==> src/rtl/tdc_count_ctrl.sv <==
// tdc_count_ctrl: unwraps the 7-bit TDC ripple counter into a wide DCO phase word.
// Optional range checker enabled by defining TDC_CTRL_RANGE_CHK_EN.
module tdc_count_ctrl #(
    parameter int ACC_W  = 24,
    parameter int SETTLE = 2,
    parameter int DMIN   = 1,
    parameter int DMAX   = 126
) (
    input  logic             clk,
    input  logic             rst,
    input  logic             en,
    input  logic [6:0]       count,
    output logic [6:0]       delta,
    output logic             delta_vld,
    output logic [ACC_W-1:0] phase,
    output logic             phase_vld,
    output logic [1:0]       state,
    output logic             range_err
);
    typedef enum logic [1:0] {S_IDLE, S_PRIME, S_SETTLE, S_TRACK} state_t;

    state_t     cur, nxt;
    logic [6:0] prev, diff;
    logic [3:0] cnt;

    if (ACC_W < 8 || ACC_W > 32 || SETTLE < 0 || SETTLE > 15 || DMIN < 0 || DMAX > 127 || DMIN > DMAX) begin : g_bad_param
        $error("tdc_count_ctrl: illegal parameter combination");
    end

    assign state = cur;
    assign diff  = count - prev;

    // state register
    always_ff @(posedge clk) begin
        if (rst) cur <= S_IDLE;
        else     cur <= nxt;
    end

    // next state: dropping en always returns to IDLE so a restart re-primes
    always_comb begin
        nxt = cur;
        case (cur)
            S_IDLE:   nxt = en ? S_PRIME : S_IDLE;
            S_PRIME:  nxt = !en ? S_IDLE : (SETTLE == 0 ? S_TRACK : S_SETTLE);
            S_SETTLE: nxt = !en ? S_IDLE : (cnt <= 4'd1 ? S_TRACK : S_SETTLE);
            default:  nxt = en ? S_TRACK : S_IDLE;
        endcase
    end

    // datapath: prime prev, discard settling increments, then accumulate
    always_ff @(posedge clk) begin
        if (rst) begin
            prev      <= '0;
            cnt       <= '0;
            delta     <= '0;
            delta_vld <= 1'b0;
            phase     <= '0;
            phase_vld <= 1'b0;
        end else if (!en) begin
            delta_vld <= 1'b0;
            phase_vld <= 1'b0;
        end else begin
            case (cur)
                S_PRIME: begin
                    prev      <= count;
                    phase     <= '0;
                    cnt       <= 4'(SETTLE);
                    delta_vld <= 1'b0;
                    phase_vld <= 1'b0;
                end
                S_SETTLE: begin
                    delta <= diff;
                    prev  <= count;
                    cnt   <= cnt - 4'd1;
                end
                S_TRACK: begin
                    delta     <= diff;
                    prev      <= count;
                    delta_vld <= 1'b1;
                    phase     <= phase + {{(ACC_W-7){1'b0}}, diff};
                    phase_vld <= 1'b1;
                end
                default: begin
                    delta_vld <= 1'b0;
                    phase_vld <= 1'b0;
                end
            endcase
        end
    end

`ifdef TDC_CTRL_RANGE_CHK_EN
    localparam logic [6:0] DLO = 7'(DMIN);
    localparam logic [6:0] DHI = 7'(DMAX);

    // sticky flag for implausible tracked increments, cleared by reset or en low
    always_ff @(posedge clk) begin
        if (rst || !en)                                        range_err <= 1'b0;
        else if (cur == S_TRACK && (diff < DLO || diff > DHI)) range_err <= 1'b1;
    end
`else
    assign range_err = 1'b0;
`endif
endmodule

==> config.mk <==
export PLATFORM = sky130hd
export DESIGN_NAME = tdc_count_ctrl
export DESIGN_NICKNAME = d
export VERILOG_FILES = /design/src/rtl/tdc_count_ctrl.sv
export SDC_FILE = /design/constraint.sdc
export NUM_CORES = 1
export LEC_CHECK = 0
export BUFFER_PORTS_ARGS = -buffer_cell sky130_fd_sc_hd__buf_4
export CAP_MARGIN = 20
export CORE_ASPECT_RATIO = 0.7
export CORE_MARGIN = 2
export CORE_UTILIZATION = 43
export DETAILED_ROUTE_END_ITERATION = 12
export GPL_ROUTABILITY_DRIVEN = 0
export SLEW_MARGIN = 20
export SYNTH_ARGS = -nofsm -noshare
export SYNTH_HDL_FRONTEND = slang
export SYNTH_SLANG_ARGS = --single-unit
==> constraint.sdc <==
create_clock -name clk -period 3.86 [get_ports clk]
set_input_delay 0.579 -clock clk [delete_from_list [all_inputs] [get_ports clk]]
set_output_delay 0.579 -clock clk [all_outputs]
set_load 0.01 [all_outputs]
* Yosys cells after proc, flatten, opt, wreduce, memory -nomap -nowiden
Cells that the tools add are included.
** Operators by class
- $add $sub $neg :: 3
- Order comparisons :: 1
- Equality and inequality tests :: 3
- Multiplexer cells :: 9
- Bitwise operators :: 1
- Reduce and logical (&&, ||, !) cells :: 10
** Operators with widths (count)
- case mux 24 bit (2 select lines) :: 1
- adder 24 x 7 -> 24 bit :: 1
- case mux 4 bit (2 select lines) :: 1
- AND reduction 2 bit :: 4
- subtractor 7 bit :: 1
- two-way mux 2 bit :: 3
- case mux 2 bit (3 select lines) :: 1
- == test 2 bit, second input constant :: 2
- <= comparator 4 x 1 -> 1 bit, second input constant :: 1
- nonzero test 2 bit :: 2
- OR reduction 2 bit :: 2
- subtractor 4 x 1 -> 4 bit, second input constant :: 1
- OR reduction 3 bit :: 1
- == test 2 x 1 -> 1 bit, second input constant :: 1
- zero test 2 bit :: 1
- two-way mux 1 bit :: 2
- case mux 1 bit (2 select lines) :: 1
- inverter 1 bit :: 1
** Storage, ports and cells
- Bits in registers :: 45

* Logic depth before layout (Yosys ltp)
- Depth in word-level cells :: 4
- Gate-level depth with buffers :: 15
- Gate-level depth less buffers :: 14

* Worst setup path before layout
OpenSTA, ideal clock, no wires.
- Kind :: input port to flip-flop
- From :: input count[0]
- To :: register phase[16]
- Data arrival time :: 3.092 ns
- Data required time :: 3.790 ns
- Slack :: 0.699 ns
- Cell stages on the path :: 15
- Buffers on the path :: 1
- Cells stage by stage :: inv_1 ha_1 inv_1 fa_1 a211oi_1 o21bai_1 a21oi_1 xnor2_1 ha_1 o211ai_1 inv_1 o31ai_2 buf_6 or4_1 a21oi_1
** Between the ends
- Cells in the longest elaborated chain, start to end :: 3
** RTL lines
- start, declared :: RTL line 12 : input logic [6:0] count,
- subtractor 7 bit :: RTL line 31 : assign diff = count - prev;
- via diff[6] :: RTL line 23 : logic [6:0] prev, diff;
- adder 24 x 7 -> 24 bit :: RTL line 80 : phase <= phase + {{(ACC_W-7){1'b0}}, diff};
- case mux 24 bit (2 select lines) :: RTL line 63 : case (cur)
- end signal, assigned :: RTL line 80
- end, declared :: RTL line 15 : output logic [ACC_W-1:0] phase,
The timed path passes the listed nets, and every way through them passes these cells.
A chain may end at the register's enable or synchronous reset.

* Worst setup path in the final report
- From :: input count[0]
- To :: register phase[23]
Same word-level chain as after synthesis.

==> flow_summary.toml <==
[status]
outcome = "finished clean"

[floorplan]
core_area_um2 = 5730
ioPinCount = 46
floorplan.die.height_um = 68.6
die_w_um = 96.2
fp.dieArea_um2 = 6600
floorplan.rows = 23
floorplan.initialDensity_pct = 44.7

[cells_and_area]
n_antenna_cell = 0
final_cells = 428
drive_above_1_share_pct = 17.3
finish.net_count = 385
area.growth.synth_to_final_pct = 17.4
finish.instance_area_um2 = 3000

[timing]
timing.clock.skew_ns = 0.00558
unrepaired_setup_endpoints_after_global_routing = "no"
achievable-frequency_mhz = 294
setup_tns_ns = 0
timing_hold_violations_final = 0
headroom_to_the_max_slew_limit_pct = 44.7
worst_pin_slew_ns = 0.827
drv_slew = 0
layout_worst_path_cycle_share_pct = 88.2
final.setup.worst_slack_ns = 0.454
fin_crit_ns = 3.41
final_setup_violating_endpoints = 0

[global_routing]
first_global_vias = 2006
grt.overflow.total = 0
antenna_found_initial = 0
grt_use_total_pct = 18.6
grt_pass1_wl_um = 9500
grt_max_degree = 28

[synthesis]
asyncSetResetFlopFracSynth_pct = 0
netlist_top_cells_area = "sky130_fd_sc_hd__dfxtp_1 35%, sky130_fd_sc_hd__ha_1 10%, sky130_fd_sc_hd__a21oi_1 7.8%"
yosys_warnings = 0
synth_cell_types = 49
postSynthCellCount = 312
synth_top_area_cell = "sky130_fd_sc_hd__dfxtp_1"
avgSynthCellArea_um2 = 8.20
total_nets_after_synthesis = 345
synth_seq_cells = 45
synth_edf_count = 0
yosysSeqAreaShare_pct = 35.2
synth_flop_cell = "sky130_fd_sc_hd__dfxtp_1"
synthDominantCellAreaShare_pct = 35.2
synth.cell_area_um2 = 2560

[setup_path]
r2r_cells = 12
reg2reg_setup_slack_ns = 0.56
required_ns = 4.09
critPathSlowestCell = "sky130_fd_sc_hd__or3_1"
cpPeakStageDelay_ns = 0.43
worst-setup-path-type = "input pin to flip-flop"
startpoint_kind_of_the_worst_setup_timing_path = "input pin"
worstPathMaxFanout = 12
category_of_the_worst_setup_path_capture_point = "flip-flop"
cp.arrival_ns = 3.63
critical_path.reg2reg.startpoint = "prev[0]"
critical_path.cell_chain = "buf_4, inv_1, ha_1, inv_1, fa_1, a21o_1, a21oi_1, xnor2_1, ha_1, o211ai_1, o21ai_0, o211ai_1, or3_1, a21oi_1"
r2r_end = "phase[23]"

[placement]
pre_cts_ws_ns = 0.212
place.port_buffers = 44
numPlacedInstances = 420
detailed_place_hpwl_um = 4390
post_dp_cell_area_um2 = 2920

[hold_path]
timing.hold.worst_endpoint = "delta[1]"
hp-start = "delta[1]"
hp-class = "flip-flop to flip-flop"
timing.hold.worst_path_depth = 2

[detailed_routing]
detail_route.drc_violations = 0
first_iter_violations = 65
detailedRoute.firstPassIterationCount = 5
route.vias.total = 2287
post_drt_via_cell_ratio = 5.34
antenna_left = 0
route.detailed.wl_per_inst_um = 13.7
routed_wl_um = 5850

[power]
irDropWorstVdd_v = 0.000176
power.leakage_nw = 1.22
report.power.total_mw = 0.887
cellPowerDensity_nw_per_um2 = 295

[clocking]
cts.clk_slew.worst_paths_ns = 0.08
postCtsSetupBuffers = 0
cts_hold_repair.buffers = 0
tritoncts_num_sinks = 45
total_cts_buffers = 5
cts_root_buf = "sky130_fd_sc_hd__clkbuf_8"
clock_insertion_delay_worst_skew_ns = 0.29
tritoncts_clock_tree = "done"
cts_buffer_depth = 2
cts-resized-gates = 0
cts.htree.levels = 2

[job]
max_cap_violations = 0
cells in the mapped netlist (all sizes together) (5+ instances only):
| cell type | instances |
|---|---|
| nand4 | 6 |
| xor2 | 5 |
| ha | 21 |
| nor2 | 32 |
| o21ai | 18 |
| nand2 | 23 |
| o31ai | 5 |
| inv | 19 |
| dfxtp | 45 |
| nor3 | 6 |
| clkbuf | 9 |
| or3 | 10 |
| xnor2 | 6 |
| a21o | 7 |
| a21oi | 40 |
| nand3 | 11 |
worst max path at each step:
stage	start	endpoint	slack, ns	depth (start not counted)
after global placement	count[0]	phase[19]	0.34	14
after CTS	count[0]	phase[23]	0.45	14
after floorplan	count[0]	phase[16]	0.70	15
final	count[0]	phase[23]	0.45	14
after global routing	count[0]	phase[23]	0.15	14
after detailed placement	count[0]	phase[23]	0.21	14
logic make-up after synthesis:
kind of cell	Yosys count	synth area share, %
and+or+nand+nor	112	22.2
AOI/OAI and AO/OA	84	19.6
DFF	45	35.2
buffers and inverters	32	5.72
adders and majority gates	23	11.8
xor gates and xnor gates	11	3.76
muxes	4	1.56
other	1	0.146
worst max-delay path: cells and delay by family:
family | cells | cell delay, ns
xor gates and xnor gates | 1 | 0.11
and+or+nand+nor | 1 | 0.43
AOI/OAI and AO/OA | 6 | 1.37
buffers and inverters | 3 | 0.21
adders and majority gates | 3 | 0.93
metrics by stage:
stage / hold slack (ns) / utilization (%)
after CTS: 0.477 / 52.5
after global routing: 0.498 / 52.5
final: 0.469 / 52.5
after global placement: 0.447 / 51.1
after detailed placement: 0.464 / 51.1
after floorplan: 0.465 / -
sequential cells by signal, indices dropped and copies added (netlist names):
signal     cells
phase_vld      1
prev           7
delta          7
cnt            4
phase         24
state          2
final cells by class:
type	count	area, um2
inverters	19	71.3
fillers	559	2720
multi-input cells	235	1510
well taps	75	93.8
repair buffers	46	345
flip-flops and latches	45	901
clock buffers	8	80.1
power by group:
part,switching (mW),total [mW],internal (mW)
Combinational,0.0764,0.131,0.0544
Sequential,0.00453,0.475,0.471
Clock,0.152,0.281,0.129
cells in the final DEF, fill, tap and decap left out, types with 5 or more instances in the layout:
cell type	synthesis	final
sky130_fd_sc_hd__a21o_1	6	6
sky130_fd_sc_hd__a21oi_1	40	40
sky130_fd_sc_hd__buf_4	2	46
sky130_fd_sc_hd__clkbuf_8	1	5
sky130_fd_sc_hd__dfxtp_1	45	45
sky130_fd_sc_hd__ha_1	21	21
sky130_fd_sc_hd__inv_1	19	19
sky130_fd_sc_hd__nand2_1	23	23
sky130_fd_sc_hd__nand3_1	11	11
sky130_fd_sc_hd__nand4_1	6	6
sky130_fd_sc_hd__nor2_1	31	31
sky130_fd_sc_hd__nor3_1	6	6
sky130_fd_sc_hd__o21ai_0	16	16
sky130_fd_sc_hd__or3_1	9	9
sky130_fd_sc_hd__xnor2_1	6	6
sky130_fd_sc_hd__xor2_1	5	5
per-layer routing:
| metal | share of wire, % | global-route usage [%] | vias up |
|---|---|---|---|
| li1 | - | - | 1174 |
| met1 | 55 | 28.7 | 1068 |
| met2 | 41 | 26.1 | 40 |
| met3 | 4.1 | 3.91 | 5 |
| met4 | 0.44 | 4.11 | 0 |
| met5 | 0 | 0 | - |
(Power assumes the default switching activity.)
